[config.mk]
export PLATFORM = sky130hd
export DESIGN_NAME = sort_unloader_flat
export DESIGN_NICKNAME = d
export VERILOG_FILES = /design/src/rtl/sort_unloader_if.sv /design/src/rtl/sort_unloader.sv /design/src/flat_wrapper.sv
export SDC_FILE = /design/constraint.sdc
export NUM_CORES = 1
export LEC_CHECK = 0
export ABC_AREA = 1
export CORE_MARGIN = 2
export CORE_UTILIZATION = 49
export CTS_CLUSTER_SIZE = 28
export DETAILED_ROUTE_END_ITERATION = 12
export PLACE_DENSITY = 0.76
export SLEW_MARGIN = 20
export SYNTH_ARGS = -nofsm -noshare
export SYNTH_HDL_FRONTEND = slang
export SYNTH_SLANG_ARGS = --single-unit
[constraint.sdc]
create_clock -name clk -period 4.8 [get_ports clk]
set_input_delay 0.96 -clock clk [delete_from_list [all_inputs] [get_ports clk]]
set_output_delay 0.96 -clock clk [all_outputs]
set_load 0.01 [all_outputs]
[src/rtl/sort_unloader_if.sv]
// Handshake bundle between the sorting network, sort_unloader and the word consumer.
// slave = sort_unloader side; master = the environment driving the sorter and consuming words.
interface sort_unloader_if #(
    parameter int WIDTH = 16
);
    logic             grp_valid;
    logic [WIDTH-1:0] sorted1;
    logic [WIDTH-1:0] sorted2;
    logic [WIDTH-1:0] sorted3;
    logic [WIDTH-1:0] sorted4;
    logic [WIDTH-1:0] sorted5;
    logic [WIDTH-1:0] dout;
    logic             dout_valid;
    logic             dout_ready;
    logic             dout_last;
    logic             ovf;
    logic             ovf_clr;

    modport master (
        output grp_valid, sorted1, sorted2, sorted3, sorted4, sorted5, dout_ready, ovf_clr,
        input  dout, dout_valid, dout_last, ovf
    );

    modport slave (
        input  grp_valid, sorted1, sorted2, sorted3, sorted4, sorted5, dout_ready, ovf_clr,
        output dout, dout_valid, dout_last, ovf
    );
endinterface

[src/rtl/sort_unloader.sv]
// Captures sorted 5-word groups LATENCY cycles after grp_valid and streams them one word per transfer.
// Latency: first word valid 1 cycle after capture; backpressure: dout_ready low holds the word, full buffer drops groups (sticky ovf).
// Optional build macro SORT_UNLOAD_ASCENDING_EN emits smallest-first instead of largest-first.
module sort_unloader #(
    parameter int WIDTH   = 16,
    parameter int LATENCY = 6,
    parameter int DEPTH   = 2
) (
    input logic          clk,
    input logic          rst,
    sort_unloader_if.slave bus
);
    localparam int PW = (DEPTH > 1) ? $clog2(DEPTH) : 1;
    localparam int CW = $clog2(DEPTH + 1);

    localparam logic [0:0] IDLE = 1'b0;
    localparam logic [0:0] EMIT = 1'b1;

    logic [LATENCY-1:0] dly;
    logic [PW-1:0]      wr_ptr;
    logic [PW-1:0]      rd_ptr;
    logic [CW-1:0]      count;
    logic [CW-1:0]      count_nxt;
    logic [2:0]         idx;
    logic [2:0]         sel;
    logic [0:0]         state;
    logic [0:0]         state_nxt;
    logic               ovf_q;
    logic               cap;
    logic               vld;
    logic               xfer;
    logic               pop;
    logic               wr_en;
    logic               drop;
    logic [WIDTH-1:0]   mem [DEPTH][5];

    function automatic logic [PW-1:0] ptr_inc(input logic [PW-1:0] p);
        return (p == PW'(DEPTH - 1)) ? '0 : p + 1'b1;
    endfunction

    // The sorter carries no valid, so its pipeline depth is mirrored here.
    assign cap   = dly[LATENCY-1];
    assign vld   = (state == EMIT);
    assign xfer  = vld & bus.dout_ready;
    assign pop   = xfer & (idx == 3'd4);
    assign wr_en = cap & ((count < CW'(DEPTH)) | pop);
    assign drop  = cap & ~wr_en;

    always_comb begin
        count_nxt = count;
        if (wr_en && !pop)
            count_nxt = count + 1'b1;
        else if (!wr_en && pop)
            count_nxt = count - 1'b1;
        state_nxt = (count_nxt != '0) ? EMIT : IDLE;
    end

    always_ff @(posedge clk or posedge rst) begin
        if (rst) begin
            dly    <= '0;
            wr_ptr <= '0;
            rd_ptr <= '0;
            count  <= '0;
            idx    <= '0;
            state  <= IDLE;
            ovf_q  <= 1'b0;
        end else begin
            dly   <= LATENCY'({dly, bus.grp_valid});
            count <= count_nxt;
            state <= state_nxt;
            if (wr_en)
                wr_ptr <= ptr_inc(wr_ptr);
            if (pop)
                rd_ptr <= ptr_inc(rd_ptr);
            if (xfer)
                idx <= (idx == 3'd4) ? 3'd0 : idx + 3'd1;
            // A drop in the same cycle as a clear must still be reported.
            if (drop)
                ovf_q <= 1'b1;
            else if (bus.ovf_clr)
                ovf_q <= 1'b0;
        end
    end

    always_ff @(posedge clk) begin
        if (wr_en) begin
            mem[wr_ptr][0] <= bus.sorted1;
            mem[wr_ptr][1] <= bus.sorted2;
            mem[wr_ptr][2] <= bus.sorted3;
            mem[wr_ptr][3] <= bus.sorted4;
            mem[wr_ptr][4] <= bus.sorted5;
        end
    end

`ifdef SORT_UNLOAD_ASCENDING_EN
    assign sel = 3'd4 - idx;
`else
    assign sel = idx;
`endif

    assign bus.dout       = vld ? mem[rd_ptr][sel] : '0;
    assign bus.dout_valid = vld;
    assign bus.dout_last  = vld & (idx == 3'd4);
    assign bus.ovf        = ovf_q;
endmodule
[src/flat_wrapper.sv]
// flat-port wrapper written by rule: the top's interface ports become plain ports
module sort_unloader_flat 
#(
    parameter int WIDTH   = 16,
    parameter int LATENCY = 6,
    parameter int DEPTH   = 2
)
  (clk, rst, bus_grp_valid, bus_sorted1, bus_sorted2, bus_sorted3, bus_sorted4, bus_sorted5, bus_dout_ready, bus_ovf_clr, bus_dout, bus_dout_valid, bus_dout_last, bus_ovf);
  sort_unloader_if #(.WIDTH(WIDTH)) bus_i ();
  input logic clk;
  input logic rst;
  input wire logic [$bits(bus_i.grp_valid)-1:0] bus_grp_valid;
  input wire logic [$bits(bus_i.sorted1)-1:0] bus_sorted1;
  input wire logic [$bits(bus_i.sorted2)-1:0] bus_sorted2;
  input wire logic [$bits(bus_i.sorted3)-1:0] bus_sorted3;
  input wire logic [$bits(bus_i.sorted4)-1:0] bus_sorted4;
  input wire logic [$bits(bus_i.sorted5)-1:0] bus_sorted5;
  input wire logic [$bits(bus_i.dout_ready)-1:0] bus_dout_ready;
  input wire logic [$bits(bus_i.ovf_clr)-1:0] bus_ovf_clr;
  output wire logic [$bits(bus_i.dout)-1:0] bus_dout;
  output wire logic [$bits(bus_i.dout_valid)-1:0] bus_dout_valid;
  output wire logic [$bits(bus_i.dout_last)-1:0] bus_dout_last;
  output wire logic [$bits(bus_i.ovf)-1:0] bus_ovf;
  assign bus_i.grp_valid = bus_grp_valid;
  assign bus_i.sorted1 = bus_sorted1;
  assign bus_i.sorted2 = bus_sorted2;
  assign bus_i.sorted3 = bus_sorted3;
  assign bus_i.sorted4 = bus_sorted4;
  assign bus_i.sorted5 = bus_sorted5;
  assign bus_i.dout_ready = bus_dout_ready;
  assign bus_i.ovf_clr = bus_ovf_clr;
  assign bus_dout = bus_i.dout;
  assign bus_dout_valid = bus_i.dout_valid;
  assign bus_dout_last = bus_i.dout_last;
  assign bus_ovf = bus_i.ovf;
  sort_unloader #(.WIDTH(WIDTH), .LATENCY(LATENCY), .DEPTH(DEPTH)) u_core (.clk(clk), .rst(rst), .bus(bus_i));
endmodule
==> summary.md, run 1 <==
| Metric | Value |
|---|---|
| Status | finished clean |
| Number of diodes | 0 |
| Starting density of the core | 49.4% |
| Max Freq | 0.256 GHz |
| Core footprint | 0.0150 mm^2 |
| Final nets | 871 |
| Most common cell in the synthesized netlist | nand2_1 |
| Clk_lat worst skew | 420 ps |
| Inserted Clock Buffers | 17 |
| Share of synthesized registers carrying an async set or reset | approximately 8.6% |
| WP data required | 3840 ps |
| RSZ-0062 raised after global routing | no |
| GR Overflow Total | 0 |
| Largest family of logic cells by synthesized area | simple AND/OR/NAND/NOR gates |
| Number of cells produced by synthesis | 685 |
| Max FO, Critical Path | 20 |
| Synth warnings | 0 |
| Die width | 127 um |
| Synth top area cells | edfxtp_1 65%, nand2_1 12%, nand3_1 6.7% |
| Root buffer cell | clkbuf_16 |
| H-tree levels | 4 |
| Fillers | about 1,200 |
| First-pass GRT wire length | 25.4 mm |
| Max Slew Vio Count | 0 |
| Post CTS Setup Buffer Count | 0 |
| Syn avg cell area | 10.8 um^2 |
| Synth Area in Compound Gates | about 1.6% |
| Worst Path Arrival | 2950 ps |
| Top cells by count, synth | 233 x nand2_1, 160 x edfxtp_1, 107 x inv_1, 100 x nand3_1, 15 x dfrtp_1 |
| Main synth FF type | edfxtp_1 |
| P_int | 0.00336 W |
| Tmin final | slightly below 4000 ps |
| Dpl hpwl | 10.5 mm |
| Share of cells above drive strength 1 | between 5 and 6% |
| Crit path capture type | output port |
| Tcrit/Tclk final | 81.4% |
| Pwr/cell area | 565 mW/mm^2 |
| Top cell type's share of synthesized area | 64.6% |
| Sw frac | 34.7% |
| # rows | 45 |
| Synth area leader | edfxtp_1 |
| Post-synthesis mux area share | 0% |
| Drt first pass iters | 5 |
| Routed Antenna Nets | 0 |
| Sequential cell area | 0.00518 mm^2 |
| Via count | 4,970 |
| Type of the worst min-delay path | reg2reg |
| Post-Synth Simple-Gate Area | 19.1% |
| Clock share of power | 25.3% |
| EDFF count, synth | 160 |
| Routed Wire Length | 16.1 mm |
| Sequential area share after synthesis | 69.7% |
| Deepest clock path buffer count | 2 |
| Leak | 3.77 nW |
| DRT iter0 DRCs | between 400 and 500 |
| I/O Pins | roughly 100 |
| Final Hold Vio Count | 0 |
| Multi-input gate area | 0.00162 mm^2 |
| Gate power share | 35.4% |
| Post-CTS sizing | 0 |
| Synthesized cell area | 0.00743 mm^2 |
| Net Sw Power | about 0.0018 W |
| Via density | 5.05 |
| Die height | roughly 130 um |
| Total track usage | 21.0% |
| Hold WS | 349 ps |
| Clk_skew | 9.20 ps |
| Count of different cell masters after synthesis | 25 |
| Part of the power in registers | between 30 and 40% |
| Peak supply drop | 0.400 mV |
| Area grow syn2layout | 22.7% |
| Gpl congestion | 0.799 |
| Post-Synth XOR/XNOR Area | 0.471% |
| TritonCTS clock tree | done |
| Vias in the first global route | 4,937 |
| Final setup violation count | 0 |
| Adder-Cell Fraction of Synth Area | 0.337% |
| Clock transition at path regs | 60 ps |
| CTS Sinks | between 150 and 200 |
| Initial antenna violation count | 0 |
| Die area | 0.0162 mm^2 |
| DRC Markers | 0 |
| Hold buffer count at CTS | 0 |
| FF+latch count, synth | 175 |
| Max-Cap Viols | 0 |
| Slew @ Worst Pin | 847 ps |
| Syn_nets | 772 |
| Startpoint Class | register |
| Largest net degree at the start of global routing | 81 |
| Total negative slack | 0 ps |
| Category of the critical setup timing path | reg2out |
| Port buffer count | 103 |
| WL/cell | 16.3 um |
| Max-slew headroom | 43.5% |
==> final cells by class <==
| cell class | count | area share (%) |
|---|---|---|
| clock buffers | 19 | 4.75 |
| repair buffers | 110 | 12.2 |
| inverters | 112 | 4.66 |
| multi-input cells | 368 | 17.7 |
| flip-flops and latches | 175 | 56.8 |
| clock inverters | 13 | 1.34 |
| well taps | 188 | 2.58 |
==> through the flow <==
step	std cells	power [W]	utilization [%]	worst slack [ps]	area, um^2
after global placement	953	0.00386	57.0	1330	8570
after CTS	985	0.00519	60.7	856	9120
after floorplan	685	0.00326	-	-497	7430
after global routing	985	0.00547	60.7	685	9120
after detailed placement	953	0.00389	57.0	1330	8570
final	985	0.00515	60.7	893	9120
==> critical path, cell delays in order (launching register included) <==
cell,delay (ps)
dfrtp_1,630
buf_4,340
nor3_4,620
nand2_1,100
a21oi_1,230
clkdlybuf4s50_1,590
==> cells in the final DEF, fill, tap and decap left out, types with 4 or more instances in the layout <==
| cell type | n |
|---|---|
| a21oi_1 | 14 |
| buf_4 | 5 |
| clkbuf_16 | 17 |
| clkdlybuf4s50_1 | 103 |
| clkinv_1 | 4 |
| clkinv_2 | 4 |
| dfrtp_1 | 14 |
| edfxtp_1 | 160 |
| inv_1 | 107 |
| nand2_1 | 233 |
| nand3_1 | 100 |
==> routing by layer <==
| metal | track usage [%] | part of all wire (%) | vias up |
|---|---|---|---|
| li1 | - | - | 2429 |
| met1 | 26.0 | 42 | 2348 |
| met2 | 35.6 | 50 | 162 |
| met3 | 6.03 | 6.3 | 31 |
| met4 | 7.24 | 2.2 | 0 |
| met5 | 0 | 0 | - |
==> power groups by stage <==
stage          clock network (W)  registers (W)  logic [W]
6_report                 0.00130        0.00203    0.00183
5_1_grt                  0.00138        0.00205    0.00204
4_1_cts                  0.00132        0.00203    0.00184
3_5_place_dp                   0        0.00206    0.00183
3_3_place_gp                   0        0.00205    0.00181
2_1_floorplan                  0        0.00202    0.00125
==> worst paths after layout <==
path | from | to | slack (ps) | depth (start not counted)
worst max-delay path | u_core.idx[0]$_DFFE_PP0N_ | bus_dout[10] | 890 | 5
min in group asynchronous | rst | u_core.dly[1]$_DFF_PP0_ | 900 | 2
max in group asynchronous | rst | u_core.rd_ptr$_DFFE_PP0P_ | 3480 | 2
worst max register to register | u_core.idx[0]$_DFFE_PP0N_ | u_core.mem[1][6]$_DFFE_PP_ | 1390 | 9
worst min-delay path | u_core.dly[2]$_DFF_PP0_ | u_core.dly[3]$_DFF_PP0_ | 350 | 0
worst min register to register | u_core.dly[2]$_DFF_PP0_ | u_core.dly[3]$_DFF_PP0_ | 350 | 0
==> flip-flops by register name, indices dropped and copies added (netlist names) <==
register and flops:
u_core.dly 6, u_core.rd_ptr 1, u_core.wr_ptr 1, u_core.bus.dout_valid 1, u_core.idx 3, u_core.bus.ovf 1, u_core.mem 160, u_core.count 2
==> logic make-up after synthesis <==
group           after synthesis
compound gates               21
xor+xnor                      4
fa+ha+maj                     2
buf+inv                     142
flops                       175
simple gates                341
Power figures use the tool's default switching activity.
==> run 2: changes to the inputs <==
clock period = 3.45 ns   (was 4.8 ns; I/O delays follow)
==> summary.md, run 2 (same netlist as run 1, synthesis figures left out) <==
| Metric | Value |
|---|---|
| Leading cell type in the layout, fill and taps excluded | nand2_1 |
| H-tree levels | 4 |
| Vias in the first global route | 5,170 |
| Slew @ Worst Pin | about 900 ps |
| Final worst slack | approximately 230 ps |
| Biggest register | u_core.mem |
| WL/cell | 16.2 um |
| Type of the worst min-delay path | reg2reg |
| Top Registers | u_core.mem (160), u_core.dly (6), u_core.idx (3) |
| Total track usage | a little over a fifth |
| Startpoint Class | register |
| Root buffer cell | clkbuf_16 |
| Routed Wire Length | 16.1 mm |
| Via density | about 5.1 |
| Finished Core Util | between 60% and 70% |
| Via count | 5,013 |
| Category of the critical setup timing path | reg2out |
| Port buffer count | ~100 |
| Number of diodes | 0 |
| Die area | roughly 0.016 mm^2 |
| Clock transition at path regs | 60 ps |
| Final setup violation count | 0 |
| Worst Path Arrival | ~2500 ps |
| Post-CTS sizing | 0 |
| Hold WS | 347 ps |
| Tcrit/Tclk final | between 90 and 100% |
| Max Slew Vio Count | 0 |
| Fillers | between 1,000 and 1,500 |
| Largest net degree at the start of global routing | 81 |
| Most frequent cells in the layout | 233 x nand2_1, 160 x edfxtp_1, 107 x inv_1 |
| Starting density of the core | 49.4% |
| Dpl hpwl | 10.4 mm |
| Share of cells above drive strength 1 | 6.74% |
| Status | finished clean |
| WP data required | approximately 2800 ps |
| Final nets | around 900 |
| Deepest clock path buffer count | 2 |
| DRT iter0 DRCs | 444 |
| Post CTS Setup Buffer Count | 0 |
| Multi-input gate area | between 0.0015 and 0.002 mm^2 |
| Initial antenna violation count | 0 |
| Leak | between 3 and 4 nW |
| Die width | 127 um |
| Max Freq | a little over 0.3 GHz |
| Area grow syn2layout | 23.9% |
| Total negative slack | 0 ps |
| DRC Markers | 0 |
| Max FO, Critical Path | 73 |
| Tmin final | 3220 ps |
| Max-Cap Viols | 0 |
| Worst slack at placement | 245 ps |
| GR Overflow Total | 0 |
| TritonCTS clock tree | done |
| Peak supply drop | 0.496 mV |
| Final Hold Vio Count | 0 |
| Clk_skew | 13.1 ps |
| Clk_lat worst skew | 440 ps |
| Die height | between 100 and 150 um |
| Routed Antenna Nets | 0 |
| Sequential cell area | 0.00518 mm^2 |
| Gpl congestion | 0.747 |
| First-pass GRT wire length | 25.2 mm |
| Core footprint | about 0.015 mm^2 |
| Pwr/cell area | ~800 mW/mm^2 |
| Inserted Clock Buffers | 17 |
| Crit path capture type | output port |
| Max reg flops | 160 |
| RSZ-0062 raised after global routing | no |
| Hold buffer count at CTS | 0 |
| CTS Sinks | 175 |
| # rows | 45 |
| Overall power | 0.00735 W |
| Drt first pass iters | 7 |
| I/O Pins | 104 |
| Max-slew headroom | between 40% and 50% |
## run 2: worst max-delay path: stages (launching register included)
cell and delay, ps:
dfrtp_2 450, inv_6 420, nand2_1 90, nand2_1 90, nand2_1 70, nand3_1 120
nand3_1 110, a21oi_1 150, clkdlybuf4s50_1 570
## run 2: final cells by class
cell class	count	share of cell area, %
clock inverters	12	1.54
well taps	188	2.55
flip-flops and latches	175	56.3
repair buffers	114	12.5
clock buffers	20	4.96
inverters	112	4.62
multi-input cells	368	17.6
## run 2: stage by stage
step           cells  instance area [um^2]
2_1_floorplan    685                  7440
4_1_cts          989                  9210
3_5_place_dp     957                  8610
6_report         989                  9210
3_3_place_gp     957                  8610
5_1_grt          989                  9210
## run 2: report_power, final
group / internal (W) / switching (W)
combinational: 0.00101 / 0.00165
clock: 0.00117 / 0.000758
sequential: 0.00266 / 0.0000990
## run 2: path summary, 6_finish.rpt
kind	start	end	slack, ps	cells after the start
worst max-delay path	u_core.rd_ptr$_DFFE_PP0P_	bus_dout[7]	230	8
max in group asynchronous	rst	u_core.rd_ptr$_DFFE_PP0P_	2420	2
worst min register to register	u_core.dly[3]$_DFF_PP0_	u_core.dly[4]$_DFF_PP0_	350	0
worst max register to register	u_core.idx[0]$_DFFE_PP0N_	u_core.mem[1][39]$_DFFE_PP_	890	9
min in group asynchronous	rst	u_core.dly[0]$_DFF_PP0_	610	2
worst min-delay path	u_core.dly[3]$_DFF_PP0_	u_core.dly[4]$_DFF_PP0_	350	0
## run 2: per-layer routing
layer	global-route usage, %	share of wire, %	vias to the layer above
met4	9.11	2.7	0
li1	-	-	2435
met1	25.4	40	2392
met3	4.86	6.5	31
met2	35.9	51	155
met5	0	0	-
==> run 3: changes to the inputs <==
CORE_ASPECT_RATIO = 0.7   (was unset)
==> summary.md, run 3 (same netlist as run 1, synthesis figures left out) <==
| Metric | Value |
|---|---|
| Via density | ~5 |
| Top Metal Used | met4 |
| Dpl hpwl | roughly 11 mm |
| Peak supply drop | 0.567 mV |
| Drt first pass iters | 5 |
| # rows | 37 |
| I/O Pins | 104 |
| H-tree levels | 4 |
| Initial antenna violation count | 0 |
| Overall power | 0.00740 W |
| Top Registers | u_core.mem (160), u_core.dly (6), u_core.idx (3) |
| Post CTS Setup Buffer Count | 0 |
| Worst r2r path cells | 9 |
| Hold WS | around 350 ps |
| Number of diodes | 0 |
| Starting density of the core | 50.3% |
| Max Freq | 0.309 GHz |
| WL/cell | roughly 17 um |
| Die width | 151 um |
| First-pass GRT wire length | 26.6 mm |
| Leak | about 3.8 nW |
| RSZ-0062 raised after global routing | no |
| Die area | 0.0162 mm^2 |
| Startpoint Class | register |
| Category of the critical setup timing path | reg2out |
| Fillers | 1,098 |
| Max FO, Critical Path | 42 |
| Max reg flops | 160 |
| Final Hold Vio Count | 0 |
| Biggest register | u_core.mem |
| GR Overflow Total | 0 |
| Area grow syn2layout | 23.9% |
| Max Slew Vio Count | 0 |
| Status | finished clean |
| Leading cell type in the layout, fill and taps excluded | nand2_1 |
| Final setup violation count | 0 |
| Clock transition at path regs | approximately 70 ps |
| Crit path capture type | output port |
| Total track usage | 22.3% |
| Core footprint | 0.0148 mm^2 |
| Worst Path Arrival | between 2000 and 3000 ps |
| Inserted Clock Buffers | 17 |
| TritonCTS clock tree | done |
| Clk_skew | 7.34 ps |
| Max-Cap Viols | 0 |
| WL met2 | 8.09 mm |
| Tmin final | between 3000 and 4000 ps |
| WP data required | 2760 ps |
| Routed Wire Length | 17.1 mm |
| Via count | 5,120 |
| Max-slew headroom | approximately a third |
| Share of cells above drive strength 1 | 7.10% |
| CTS Sinks | 175 |
| DRC Markers | 0 |
| DRT iter0 DRCs | 468 |
| WL met3 | 1.62 mm |
| Vias in the first global route | 5,045 |
| Tcrit/Tclk final | between 90% and 100% |
| Port buffer count | slightly above 100 |
| Slew @ Worst Pin | 1020 ps |
| Largest net degree at the start of global routing | slightly above 80 |
| Pwr/cell area | 804 mW/mm^2 |
| Wl on met1 | 7.18 mm |
| Die height | 107 um |
| Root buffer cell | clkbuf_16 |
| Gpl congestion | around 0.88 |
| Hold Path Depth | 0 |
| Clk_lat worst skew | 430 ps |
| Routed Antenna Nets | 0 |
| Final nets | 877 |
| Type of the worst min-delay path | reg2reg |
| Deepest clock path buffer count | 2 |
| Most frequent cells in the layout | 233 x nand2_1, 160 x edfxtp_1, 107 x inv_1 |
-- run 3: changes by cell type in the layout (fill, tap and decap cells not counted), sizes merged --
cell      previous run  this run
clkinv               9         7
clkbuf              20        17
bufinv               3         2
buf                 11        13
clkinvlp             1         4
inv                111       114
-- run 3: stage by stage --
stage          instance area (um^2)  TNS, ps  setup slack (ps)  std cells  utilization [%]
4_1_cts                        9210        0               127        998             62.3
3_5_place_dp                   8620        0               230        966             58.4
2_1_floorplan                  7440   -72160              -451        685                -
6_report                       9210        0               210        998             62.4
3_3_place_gp                   8620        0               297        966             58.4
5_1_grt                        9210        0              27.0        998             62.4
-- run 3: critical path, stage by stage (launching register included) --
cell and delay (ps):
dfrtp_2 430, buf_4 400, nand2_1 100, nand2_1 90
nand2_1 50, nand3_1 130, nand3_1 110, a21oi_1 220
clkdlybuf4s50_1 590
-- run 3: where the power goes --
group,leakage [nW],switching (W),total [W],internal (W)
clock,0.276,0.000829,0.00190,0.00107
sequential,1.62,0.000106,0.00276,0.00266
combinational,1.91,0.00172,0.00274,0.00101
total,3.81,0.00266,0.00740,0.00474
-- run 3: final cells by class --
class	instances	area [um^2]	share of cell area, %
timing repair buffer	116	1150	12.5
multi-input combinational	368	1620	17.6
clock buffer	17	425	4.62
clock inverter	15	161	1.75
sequential	175	5180	56.3
tap	195	244	2.65
inverter	112	428	4.65
-- run 3: path summary, 6_finish.rpt --
kind / startpoint / endpoint / slack, ps
max: u_core.rd_ptr$_DFFE_PP0P_ / bus_dout[0] / 210
min: u_core.dly[3]$_DFF_PP0_ / u_core.dly[4]$_DFF_PP0_ / 350
max reg2reg: u_core.idx[0]$_DFFE_PP0N_ / u_core.mem[1][61]$_DFFE_PP_ / 830
min reg2reg: u_core.dly[3]$_DFF_PP0_ / u_core.dly[4]$_DFF_PP0_ / 350
max in group asynchronous: rst / u_core.rd_ptr$_DFFE_PP0P_ / 2400
min in group asynchronous: rst / u_core.dly[2]$_DFF_PP0_ / 640
-- run 3: per-layer routing --
layer | up-vias | global-route usage (%)
met2 | 241 | 34.5
li1 | 2437 | -
met3 | 23 | 6.34
met1 | 2419 | 31.1
met5 | - | 0
met4 | 0 | 6.34
-- run 3: repair_timing --
action,CTS,global route
gates resized for setup,0,1
hold buffers,0,0
endpoints found under the setup margin,0,4
